--- src/rtl/axi4_lite_pkg.sv ---
// Shared AXI4-Lite definitions used by master and slave.
// Response codes, default PROT value, slave read FSM states.
package axi4_lite_pkg;

  localparam logic [1:0] RESP_OKAY   = 2'b00;
  localparam logic [1:0] RESP_EXOKAY = 2'b01;
  localparam logic [1:0] RESP_SLVERR = 2'b10;
  localparam logic [1:0] RESP_DECERR = 2'b11;

  localparam logic [2:0] PROT_DEFAULT = 3'b001;

  typedef enum logic {
    R_IDLE,
    R_RESP
  } r_state_e;

endpackage

--- src/rtl/axi4_lite_regfile.sv ---
// Byte-strobed register array: one write port, async read port.
// Ports: ACLK/ARESETn, we/widx/wdata/wstrb, ridx->rdata, regs_flat.
module axi4_lite_regfile #(
  parameter int DATA_WIDTH = 32,
  parameter int NUM_REGS   = 16,
  parameter int IDXW       = $clog2(NUM_REGS)
) (
  input  logic                           ACLK,
  input  logic                           ARESETn,
  input  logic                           we,
  input  logic [IDXW-1:0]                widx,
  input  logic [DATA_WIDTH-1:0]          wdata,
  input  logic [DATA_WIDTH/8-1:0]        wstrb,
  input  logic [IDXW-1:0]                ridx,
  output logic [DATA_WIDTH-1:0]          rdata,
  output logic [NUM_REGS*DATA_WIDTH-1:0] regs_flat
);

  logic [DATA_WIDTH-1:0] mem [NUM_REGS];

  always_ff @(posedge ACLK or negedge ARESETn) begin
    if (!ARESETn) begin
      for (int i = 0; i < NUM_REGS; i++)
        mem[i] <= '0;
    end else if (we) begin
      for (int b = 0; b < DATA_WIDTH/8; b++)
        if (wstrb[b])
          mem[widx][b*8 +: 8] <= wdata[b*8 +: 8];
    end
  end

  // Read sees pre-edge contents, so a colliding read gets old data.
  assign rdata = mem[ridx];

  for (genvar g = 0; g < NUM_REGS; g++) begin : g_flat
    assign regs_flat[g*DATA_WIDTH +: DATA_WIDTH] = mem[g];
  end

endmodule

--- src/rtl/axi4_lite_slave_regs.sv ---
// AXI4-Lite slave register file; AW/W in any order, byte strobes.
// Ports: AXI4-Lite slave channels, regs_flat, reg_wr_pulse/idx.
// Option: AXI4_LITE_SLAVE_ADDR_CHECK_EN -> SLVERR on out-of-range.
module axi4_lite_slave_regs
  import axi4_lite_pkg::*;
#(
  parameter int DATA_WIDTH    = 32,
  parameter int ADDRESS_WIDTH = 32,
  parameter int NUM_REGS      = 16
) (
  input  logic                           ACLK,
  input  logic                           ARESETn,
  input  logic [ADDRESS_WIDTH-1:0]       AWADDR,
  input  logic [2:0]                     AWPROT,
  input  logic                           AWVALID,
  output logic                           AWREADY,
  input  logic [DATA_WIDTH-1:0]          WDATA,
  input  logic [DATA_WIDTH/8-1:0]        WSTRB,
  input  logic                           WVALID,
  output logic                           WREADY,
  output logic [1:0]                     BRESP,
  output logic                           BVALID,
  input  logic                           BREADY,
  input  logic [ADDRESS_WIDTH-1:0]       ARADDR,
  input  logic [2:0]                     ARPROT,
  input  logic                           ARVALID,
  output logic                           ARREADY,
  output logic [DATA_WIDTH-1:0]          RDATA,
  output logic [1:0]                     RRESP,
  output logic                           RVALID,
  input  logic                           RREADY,
  output logic [NUM_REGS*DATA_WIDTH-1:0] regs_flat,
  output logic                           reg_wr_pulse,
  output logic [$clog2(NUM_REGS)-1:0]    reg_wr_idx
);

  localparam int IDXW  = $clog2(NUM_REGS);
  localparam int STRBW = DATA_WIDTH / 8;

  logic                     aw_held, w_held;
  logic [ADDRESS_WIDTH-1:0] aw_addr_q;
  logic [DATA_WIDTH-1:0]    w_data_q;
  logic [STRBW-1:0]         w_strb_q;

  logic aw_hs, w_hs, commit;
  logic aw_held_n, w_held_n, bvalid_n;
  logic wr_ok, rd_ok;
  logic [IDXW-1:0]       wr_idx, rd_idx;
  logic [DATA_WIDTH-1:0] rd_data;
  r_state_e r_state;

  assign aw_hs  = AWVALID && AWREADY;
  assign w_hs   = WVALID && WREADY;
  assign commit = aw_held && w_held;
  assign wr_idx = aw_addr_q[2 +: IDXW];
  assign rd_idx = ARADDR[2 +: IDXW];

  assign aw_held_n = !commit && (aw_held || aw_hs);
  assign w_held_n  = !commit && (w_held || w_hs);
  assign bvalid_n  = commit || (BVALID && !BREADY);

`ifdef AXI4_LITE_SLAVE_ADDR_CHECK_EN
  assign wr_ok = (aw_addr_q >> (2 + IDXW)) == '0;
  assign rd_ok = (ARADDR >> (2 + IDXW)) == '0;
`else
  assign wr_ok = 1'b1;
  assign rd_ok = 1'b1;
`endif

  logic unused_ok;
  assign unused_ok = ^{AWPROT, ARPROT, aw_addr_q, ARADDR};

  // Readies come from next-state so they drop on the handshake edge.
  always_ff @(posedge ACLK or negedge ARESETn) begin
    if (!ARESETn) begin
      aw_held      <= 1'b0;
      w_held       <= 1'b0;
      aw_addr_q    <= '0;
      w_data_q     <= '0;
      w_strb_q     <= '0;
      AWREADY      <= 1'b0;
      WREADY       <= 1'b0;
      BVALID       <= 1'b0;
      BRESP        <= RESP_OKAY;
      reg_wr_pulse <= 1'b0;
      reg_wr_idx   <= '0;
    end else begin
      aw_held      <= aw_held_n;
      w_held       <= w_held_n;
      BVALID       <= bvalid_n;
      AWREADY      <= !aw_held_n && !bvalid_n;
      WREADY       <= !w_held_n && !bvalid_n;
      reg_wr_pulse <= commit && wr_ok;
      if (aw_hs)
        aw_addr_q <= AWADDR;
      if (w_hs) begin
        w_data_q <= WDATA;
        w_strb_q <= WSTRB;
      end
      if (commit) begin
        BRESP <= wr_ok ? RESP_OKAY : RESP_SLVERR;
        if (wr_ok)
          reg_wr_idx <= wr_idx;
      end
    end
  end

  always_ff @(posedge ACLK or negedge ARESETn) begin
    if (!ARESETn) begin
      r_state <= R_IDLE;
      ARREADY <= 1'b0;
      RVALID  <= 1'b0;
      RDATA   <= '0;
      RRESP   <= RESP_OKAY;
    end else begin
      unique case (r_state)
        R_IDLE: begin
          if (ARVALID && ARREADY) begin
            RDATA   <= rd_ok ? rd_data : '0;
            RRESP   <= rd_ok ? RESP_OKAY : RESP_SLVERR;
            RVALID  <= 1'b1;
            ARREADY <= 1'b0;
            r_state <= R_RESP;
          end else begin
            ARREADY <= 1'b1;
          end
        end
        R_RESP: begin
          if (RREADY) begin
            RVALID  <= 1'b0;
            ARREADY <= 1'b1;
            r_state <= R_IDLE;
          end
        end
      endcase
    end
  end

  axi4_lite_regfile #(
    .DATA_WIDTH (DATA_WIDTH),
    .NUM_REGS   (NUM_REGS),
    .IDXW       (IDXW)
  ) u_regfile (
    .ACLK      (ACLK),
    .ARESETn   (ARESETn),
    .we        (commit && wr_ok),
    .widx      (wr_idx),
    .wdata     (w_data_q),
    .wstrb     (w_strb_q),
    .ridx      (rd_idx),
    .rdata     (rd_data),
    .regs_flat (regs_flat)
  );

endmodule

--- config.mk ---
export PLATFORM = sky130hd
export DESIGN_NAME = axi4_lite_slave_regs
export DESIGN_NICKNAME = d
export VERILOG_FILES = /design/src/rtl/axi4_lite_pkg.sv /design/src/rtl/axi4_lite_regfile.sv /design/src/rtl/axi4_lite_slave_regs.sv
export SDC_FILE = /design/constraint.sdc
export NUM_CORES = 1
export LEC_CHECK = 0
export BUFFER_PORTS_ARGS = -buffer_cell sky130_fd_sc_hd__buf_2
export CORE_AREA = 2 2 259 261
export CTS_BUF_LIST = sky130_fd_sc_hd__clkbuf_4 sky130_fd_sc_hd__clkbuf_8 sky130_fd_sc_hd__clkbuf_16
export DETAILED_ROUTE_END_ITERATION = 10
export DIE_AREA = 0 0 261 263
export PLACE_DENSITY = 0.75
export REMOVE_ABC_BUFFERS = 1
export SKIP_LAST_GASP = 1
export SYNTH_ARGS = -nofsm -noshare
export SYNTH_HDL_FRONTEND = slang
export SYNTH_HIERARCHICAL = 1
export SYNTH_SLANG_ARGS = --single-unit
--- constraint.sdc ---
create_clock -name ACLK -period 1.85 [get_ports ACLK]
set_input_delay 0.2775 -clock ACLK [delete_from_list [all_inputs] [get_ports ACLK]]
set_output_delay 0.2775 -clock ACLK [all_outputs]
set_load 0.05 [all_outputs]
# Yosys cells after proc, flatten, opt, wreduce, memory -nomap -nowiden
# Index checks and enable logic that the tools add are counted.
# Widths: inputs -> output; s select.
# word_totals
ff_bits	599
in_bits	113
elab_cells	89
# op_classes
order_cmp	3
n_eq_ne	2
mux	31
bitwise	3
n_reduce_logical	20
# op_table
op	n
$mux 512	7
$bwmux 512	4
$demux 32 s4	4
$bmux 32 s4	1
$mux 32	3
$mux 24	1
$mux 16	1
$ge 5x5->1 const B	2
$logic_and 1x1->1	10
$not 4->5	2
$mux 8	1
$mux 1	6
$pmux 1 s2	3
$logic_not 1->1	5
$lt 5x1->1 const B	1
$ne 2x2->1 const B	2
$reduce_and 2->1	2
$logic_or 1x1->1	3
$not 1->1	1

# Longest topological paths before layout
# Gate-level depths: netlist (run 1).
# depth
depth_word	16
mapped_depth	7
mapped_depth_nobuf	5

# Cells and area by module
# Netlist (run 1), hierarchy kept.
# by_module_without_submodules
mod	n_inst	cells_each	area_per_inst_um2
axi4_lite_regfile	1	1435	23560.1
axi4_lite_slave_regs	1	190	3304.4

# Worst setup path before layout (run 1)
# OpenSTA, ideal clock, no wires.
# synth_timing
path_type	input to register
start	in ARADDR[2]
end	reg RDATA[23]
arrival_time_ns	1.827
t_required_ns	1.725
path_slack_ns	-0.102
stages	6
n_path_buf	2
path_cell_list	clkbuf_1 buf_2 mux4_2 a22oi_1 nand2_1 mux2_4
# synth_via
elab_chain_len	4
# synth_lines
item	line	source
start: declaration	axi4_lite_slave_regs.sv:24	input logic [ADDRESS_WIDTH-1:0] ARADDR,
$not 4->5 (not written as such)	axi4_lite_regfile.sv:33	assign rdata = mem[ridx];
$bmux 32 s4	axi4_lite_regfile.sv:33	
$mux 32 (not written as such) (2 in a row)	axi4_lite_regfile.sv:33	
via rd_data[23]	axi4_lite_slave_regs.sv:49	logic [DATA_WIDTH-1:0] rd_data;
end signal: assignment	axi4_lite_slave_regs.sv:119	RDATA <= rd_ok ? rd_data : '0;
end: declaration	axi4_lite_slave_regs.sv:28	output logic [DATA_WIDTH-1:0] RDATA,
# The timed path passes the listed nets, and every way through them passes these cells. The select of a mux whose other input is x is not followed.
# A chain may end at the register's enable or synchronous reset.

# Final worst setup path (run 1)
# layout_timing
start	reg u_regfile.mem (netlist bit u_regfile/regs_flat[24])
end	reg RDATA[24]
# layout_via
elab_chain_len	3
# layout_lines
item	line	source
start: declaration	axi4_lite_regfile.sv:19	logic [DATA_WIDTH-1:0] mem [NUM_REGS];
start signal: indexed assignment	axi4_lite_regfile.sv:28	mem[widx][b*8 +: 8] <= wdata[b*8 +: 8];
$bmux 32 s4	axi4_lite_regfile.sv:33	
$mux 32 (not written as such) (2 in a row)	axi4_lite_regfile.sv:33	
via rd_data[24]	axi4_lite_slave_regs.sv:49	
# The timed path passes the listed nets, and every way through them passes these cells. The select of a mux whose other input is x is not followed.

==> results of run 1 <==
## repair_timing
item	4_1_cts	5_1_grt
hold buffers	44	0
pin swaps	1	8
endpoints found under the hold margin	427	0
setup buffers	1	1
gates resized for setup	11	25
endpoints found under the setup margin	274	211
## cells in the mapped netlist
master    instances  area [sq um]
a211oi_1          1          7.51
a21o_1            1          7.51
a21oi_1           1          5.00
a22oi_1          64           480
and2_1            1          6.26
and4bb_2          2          25.0
buf_1             1          3.75
buf_2            24           120
buf_4             9          67.6
buf_6             9           101
clkbuf_1         60           225
conb_1            1          3.75
dfrtp_1         597         14900
inv_1             2          7.51
mux2_1           10           113
mux2_2          550          6190
mux2_4           28           420
mux2i_1           2          20.0
mux4_2          128          2880
nand2_1          41           154
nand2_2           6          37.5
nand2_4           1          11.3
nand2b_1          6          37.5
nand3_2           3          30.0
nand3b_1          2          15.0
nand3b_4          1          20.0
nand4_4           4          85.1
nand4b_1          2          17.5
nand4b_4          6           143
nor2_1            3          11.3
nor2_2            9          56.3
nor2_4           23           259
nor2_8           13           260
nor2b_1           6          37.5
nor3b_1           1          7.51
nor4bb_1          2          20.0
o21a_1            1          7.51
o22ai_1           1          6.26
or2_2             1          6.26
or3_1             2          12.5
## placed cells by master, fill, tap and decap left out, types with 4 or more instances in the layout
cell type and count:
dfrtp_1 595, nand2b_1 4, buf_6 4, mux2_4 35, conb_1 4, inv_6 4, clkinvlp_4 4, clkinv_2 10
nor2_2 4, nand4b_4 6, nand2_1 39, mux2_2 543, clkbuf_16 70, a22oi_1 63, nor2_8 13, buf_12 72
nand2_2 7, mux2_1 10, nor2_4 30, mux4_2 128, nand4_4 4, clkbuf_8 13, dlygate4sd3_1 44, buf_2 601
clkbuf_4 8, buf_4 92
## metrics by stage
| stage | hold slack [ns] | power [uW] | instances |
|---|---|---|---|
| after detailed placement | 0.112 | 51000 | 3159 |
| after CTS | 0.00427 | 64900 | 3321 |
| final | 0.0401 | 64900 | 3322 |
| after floorplan | -0.0181 | 41000 | 1525 |
| after global routing | 0.0936 | 67200 | 3322 |
| after global placement | 0.114 | 50300 | 3159 |
## report_power, final
group | switching, uW | internal [uW] | total [uW] | leakage [uW]
registers | 5500 | 17200 | 22700 | 0.00804
clock network | 5530 | 8020 | 13500 | 0.00112
logic | 19800 | 8760 | 28600 | 0.00940
## critical path, delay by kind of cell (launching register included)
family             cells  cell delay (ns)
and+or+nand+nor        1             0.15
DFF                    1             0.45
muxes                  2             0.78
AOI/OAI and AO/OA      1             0.36
## sequential cells by signal (all words and copies together), names as in the netlist
signal / cells
aw_addr_q: 4
ARREADY: 1
w_data_q: 32
RDATA: 32
u_regfile/regs_flat: 512
AWREADY: 1
w_held: 1
WREADY: 1
reg_wr_idx: 4
BVALID: 1
RVALID: 1
w_strb_q: 4
aw_held: 1
reg_wr_pulse: 1
r_state: 1
## kinds of logic (layout without fill, tap and decap cells)
| kind of cell | after synthesis | in the layout |
|---|---|---|
| muxes | 718 | 718 |
| DFF | 597 | 597 |
| and+or+nand+nor | 135 | 135 |
| buffers and inverters | 105 | 935 |
| AOI/OAI and AO/OA | 69 | 69 |
| other | 1 | 4 |
## final timing paths
path | startpoint | end | slack (ns)
worst max-delay path | u_regfile/regs_flat[24] | RDATA[24] | 0.001
worst min-delay path | ARVALID | RVALID | 0.04
worst max register to register | u_regfile/regs_flat[24] | RDATA[24] | 0.001
worst min register to register | r_state | RVALID | 0.48
max in group asynchronous | ARESETn | RDATA[1] | 0.87
min in group asynchronous | ARESETn | u_regfile/regs_flat[253] | 0.12
## routing by layer
metal	routed length, microns	vias to the layer above	part of all wire
li1	-	7697	-
met1	35900	9939	0.39
met2	44200	948	0.48
met3	7460	209	0.082
met4	3570	6	0.039
met5	34	-	0.00037
## area by class of cell
class                      count  area (sq um)  area share
sequential                   597         14900       0.421
inverter                       2          10.0    0.000282
timing repair buffer         816          5670       0.160
tap                          864          1080      0.0304
clock inverter                26           272     0.00764
clock buffer                  91          1990      0.0560
multi-input combinational    926         11600       0.325
==> flow_summary_export.csv, run 1 <==
group,metric,value,unit
clock_network,path_clk_slew,0.06,ns
floorplanning,die_h,263,microns
floorplanning,die_area,68600,sq um
timing,layout_min_cycle_time,1.85,ns
hold_path,hold_depth,3,
place,numPortBuffers,604,
worst_setup_path,cp.required,2.32,ns
worst_setup_path,critPathSlowestCell,"mux4_2",
hold_path,holdCritPathClass,"in -> reg",
clock_network,clockBufferDepth,3,
yosys,ys_warn_count,6,
yosys,yosys.area_share.adder,0,
floorplanning,dieWidth,261,microns
status,status,"finished, final reports clean",
routing,viasPerCell,5.66,
global_routing,overflow,0,
yosys,ys_seq_area_frac,0.556,
global_routing,antenna_found_initial,4,
floorplanning,pin_count,671,
worst_setup_path,cp-end-kind,"flop",
global_routing,grt_usage,0.265,
clock_network,cts-root-buf,"clkbuf_16",
routing,wirelength,91100,microns
routing,ant_nets,0,
clock_network,h-tree-depth,3,
layout,drive_gt1_frac,0.685,
timing,fin_skew,0.0231,ns
worst_setup_path,criticalPathCategory,"reg -> reg",
yosys,syn_area_per_cell,16.5,sq um
layout,fillCellCount,5256,
timing,setup_viol,0,
timing,period_share,0.999,
layout,area_growth,32.2,%
clock_network,cts_tree,"built",
global_routing,grt_pass1_vias,20000,
routing,num_vias,18800,
worst_setup_path,worstPathMaxFanout,3,
global_routing,use_met2,0.428,
timing,rsz0062_at_grt,"yes",
global_routing,grt_pass1_wl,136000,microns
clock_network,cts_buffers,67,
layout,fin_area,35500,sq um
worst_setup_path,slowest_delay,0.49,ns
yosys,synth_cell_types,40,
floorplanning,core,65600,sq um
yosys,synth-xor-area-share,0,
timing,maxSlewHeadroom,0.142,
worst_setup_path,crit_path_start_kind,"flop",
timing,maxSlewViolCount,0,
layout,nets,2523,
global_routing,grt.busiest_layer,"met2",
pwr,irDropWorstVdd,1.42,mV
routing,drt_iter0_drc,1472,
global_routing,grt_max_degree,103,
place,placed_area,32600,sq um
yosys,syn_area,26900,sq um
pwr,p_per_area,1830,nW/um^2
yosys,ys_seq_elements,597,
place,gp_congestion,0.900,
layout,n_antenna_cell,0,
timing,tightest_slew,1.28,ns
timing,fin_tns_setup,0,ns
worst_setup_path,cp_cell_sequence,"mux4_2, a22oi_1, nand2_1, mux2_4",
yosys,synth_compound_area_frac,0.0191,
clock_network,insertion_delay,0.60,ns
floorplanning,initial_core_util,0.409,
timing,fmax,0.541,GHz
yosys,syn_inst,1625,
yosys,synth_simple_gate_area_frac,0.0466,
floorplanning,std_cell_rows,94,
place,dp.final_hpwl,65000,microns
yosys,synth_top_family_by_area,"multiplexers",
global_routing,use_met1,0.347,
place,dp_slack,-0.448,ns
timing,worst_slack,0.00143,ns
global_routing,grt_use_met3,0.0614,
worst_setup_path,arrival,2.32,ns
routing,drc,0,
routing,drtPass1Iterations,5,
layout,post-route-util,0.541,
yosys,synthMuxAreaShare,0.358,
pwr,p_leak,0.0186,uW
timing,hold_viol_final,0,
routing,wire_per_inst,27.4,microns
job,drv_cap,0,
clock_network,clock_sinks,597,
worst_setup_path,reg2regPathDepth,4,
(Power assumes the default switching activity.)
==> run 2, diff against run 1 <==
- GPL_TIMING_DRIVEN: not set -> 0
==> run 2 against run 1 <==
Against the previous run:
- the run now ends with negative hold slack, negative setup slack left
- maximum frequency down 2.2%
- die area did not move
- non-clock buffer count down 59
- critical path type unchanged
- largest power group unchanged
==> flow_summary_export.csv, run 2 (synthesis results as in run 1) <==
group,metric,value,unit
status,status,"finished, violations left",
status,violations,"negative hold slack, negative setup slack",
timing,fmax,0.529,GHz
clock_network,insertion_delay,0.62,ns
floorplanning,pin_count,671,
layout,nets,2467,
floorplanning,die_h,263,microns
job,drv_cap,0,
routing,drt_iter0_drc,1524,
routing,wire_per_inst,28.2,microns
worst_setup_path,reg2regPathDepth,5,
global_routing,grt_max_degree,124,
timing,layout_min_cycle_time,1.89,ns
timing,period_share,1.02,
timing,worst_slack,-0.0400,ns
layout,final_cell_mix,"buf_2 (601), dfrtp_1 (591), mux2_2 (350)",
layout,area_growth,34.5,%
place,numPortBuffers,604,
floorplanning,dieWidth,261,microns
timing,fin_hold_ws,-0.377,ns
routing,drc,0,
pwr,p_per_area,1850,nW/um^2
clock_network,clockBufferDepth,3,
clock_network,h-tree-depth,3,
timing,fin_tns_setup,-0.699,ns
layout,final_common_cell,"buf_2",
clock_network,clock_sinks,597,
worst_setup_path,cp.required,2.34,ns
routing,drtPass1Iterations,5,
timing,tightest_slew,0.946,ns
routing,wirelength,92300,microns
clock_network,path_clk_slew,0.06,ns
global_routing,grt_usage,0.262,
layout,post-route-util,0.550,
floorplanning,initial_core_util,0.409,
timing,maxSlewHeadroom,0.369,
timing,maxSlewViolCount,0,
layout,largest_reg_flops,512,
place,gp_congestion,0.849,
global_routing,antenna_found_initial,1,
clock_network,ctsHoldBuffers,43,
global_routing,grt_pass1_vias,19700,
clock_network,cts_buffers,68,
worst_setup_path,worstPathMaxFanout,8,
routing,ant_nets,0,
routing,viasPerCell,5.68,
worst_setup_path,rr_endpoint,"u_regfile/regs_flat[113]",
global_routing,grt_pass1_wl,134000,microns
layout,fillCellCount,5072,
worst_setup_path,arrival,2.38,ns
layout,multi_input_area,12500,sq um
worst_setup_path,reg2reg_from,"aw_addr_q[5]",
layout,drive_gt1_frac,0.684,
worst_setup_path,cp_num_buf_inv,2,
worst_setup_path,cp_top_family,"simple AND/OR/NAND/NOR gates",
hold_path,holdCritPathClass,"in -> async",
timing,hold_viol_final,66,
worst_setup_path,regToRegSetupSlack,-0.04,ns
pwr,irDropWorstVdd,1.26,mV
floorplanning,die_area,68600,sq um
worst_setup_path,critPathSlowestCell,"dfrtp_4",
worst_setup_path,cp-end-kind,"flop",
clock_network,cts_tree,"built",
timing,rsz0062_at_grt,"yes",
routing,num_vias,18600,
worst_setup_path,cp_cell_sequence,"buf_12, nor4bb_4, buf_4, nand3_4, mux2_4",
floorplanning,core,65600,sq um
worst_setup_path,slowest_delay,0.51,ns
clock_network,cts-root-buf,"clkbuf_16",
place,dp.final_hpwl,60000,microns
worst_setup_path,crit_path_start_kind,"flop",
layout,seq_area,15000,sq um
global_routing,overflow,0,
timing,setup_viol,68,
worst_setup_path,criticalPathCategory,"reg -> reg",
pwr,p_leak,0.0187,uW
timing,fin_skew,0.0319,ns
floorplanning,std_cell_rows,94,
run 2: cell count changes in the layout (fill, tap and decap cells not counted), moves of 4 or more:
cell and change:
buf_12 -15, buf_16 +8, buf_4 -56, clkbuf_4 +4
dfrtp_1 -4, dfrtp_4 +4, mux2_1 -4, mux2_2 -193
mux2_4 +197, nand2_1 -4, nand2_2 -5, nand2_4 +8
nor2_2 -4, nor2_4 +4
run 2: per-stage QoR:
step                      setup slack [ns]  power [uW]  cells  hold WS [ns]  instance area, sq um
after floorplan                     -0.818       41000   1525       -0.0181                 26400
after global placement              -11.31       49100   2993         0.469                 30500
after detailed placement             -1.86       49900   3004         0.269                 30800
after CTS                          -0.0438       65700   3242        -0.390                 35100
after global routing                -0.106       69200   3268        -0.359                 36100
final                              -0.0400       66800   3269        -0.377                 36100
run 2: power by group:
part | switching (uW) | total (uW) | internal [uW] | leakage [uW]
clock network | 5630 | 14000 | 8340 | 0.00117
registers | 5310 | 22600 | 17300 | 0.00804
logic | 20400 | 30300 | 9860 | 0.00953
total | 31300 | 66800 | 35500 | 0.0187
run 2: layout make-up:
class / count / area share
repair buffers: 757 / 0.146
flip-flops and latches: 597 / 0.414
diodes: 1 / 0.0000693
well taps: 864 / 0.0299
inverters: 2 / 0.000312
clock inverters: 27 / 0.00956
clock buffers: 93 / 0.0552
multi-input cells: 928 / 0.345
run 2: worst reg2reg max path, stage by stage (launching register included):
cell      delay, ns
dfrtp_4        0.51
buf_12         0.16
nor4bb_4       0.31
buf_4          0.21
nand3_4        0.22
mux2_4         0.38
run 2: what timing repair did:
item                                    CTS  global route
setup buffers                            71            26
gates resized for setup                 107           174
gates cloned                              4             0
endpoints found under the setup margin  545           452
pin swaps                                39            42
endpoints found under the hold margin   111            66
run 2: layer usage:
layer | global-route usage | vias to the layer above | part of all wire
met5 | 0 | - | 0.00014
met4 | 0.102 | 2 | 0.041
met3 | 0.0675 | 210 | 0.075
met2 | 0.436 | 852 | 0.49
met1 | 0.327 | 9958 | 0.39
li1 | - | 7540 | -
run 2: worst max path at each step:
stage,from,to,cells after the start
after floorplan,w_held,u_regfile/regs_flat[104],5
after global placement,ARESETn,w_data_q[4],1
after detailed placement,w_held,u_regfile/regs_flat[109],5
after CTS,ARREADY,ARREADY,1
after global routing,aw_addr_q[5],u_regfile/regs_flat[113],5
final,aw_addr_q[5],u_regfile/regs_flat[113],5
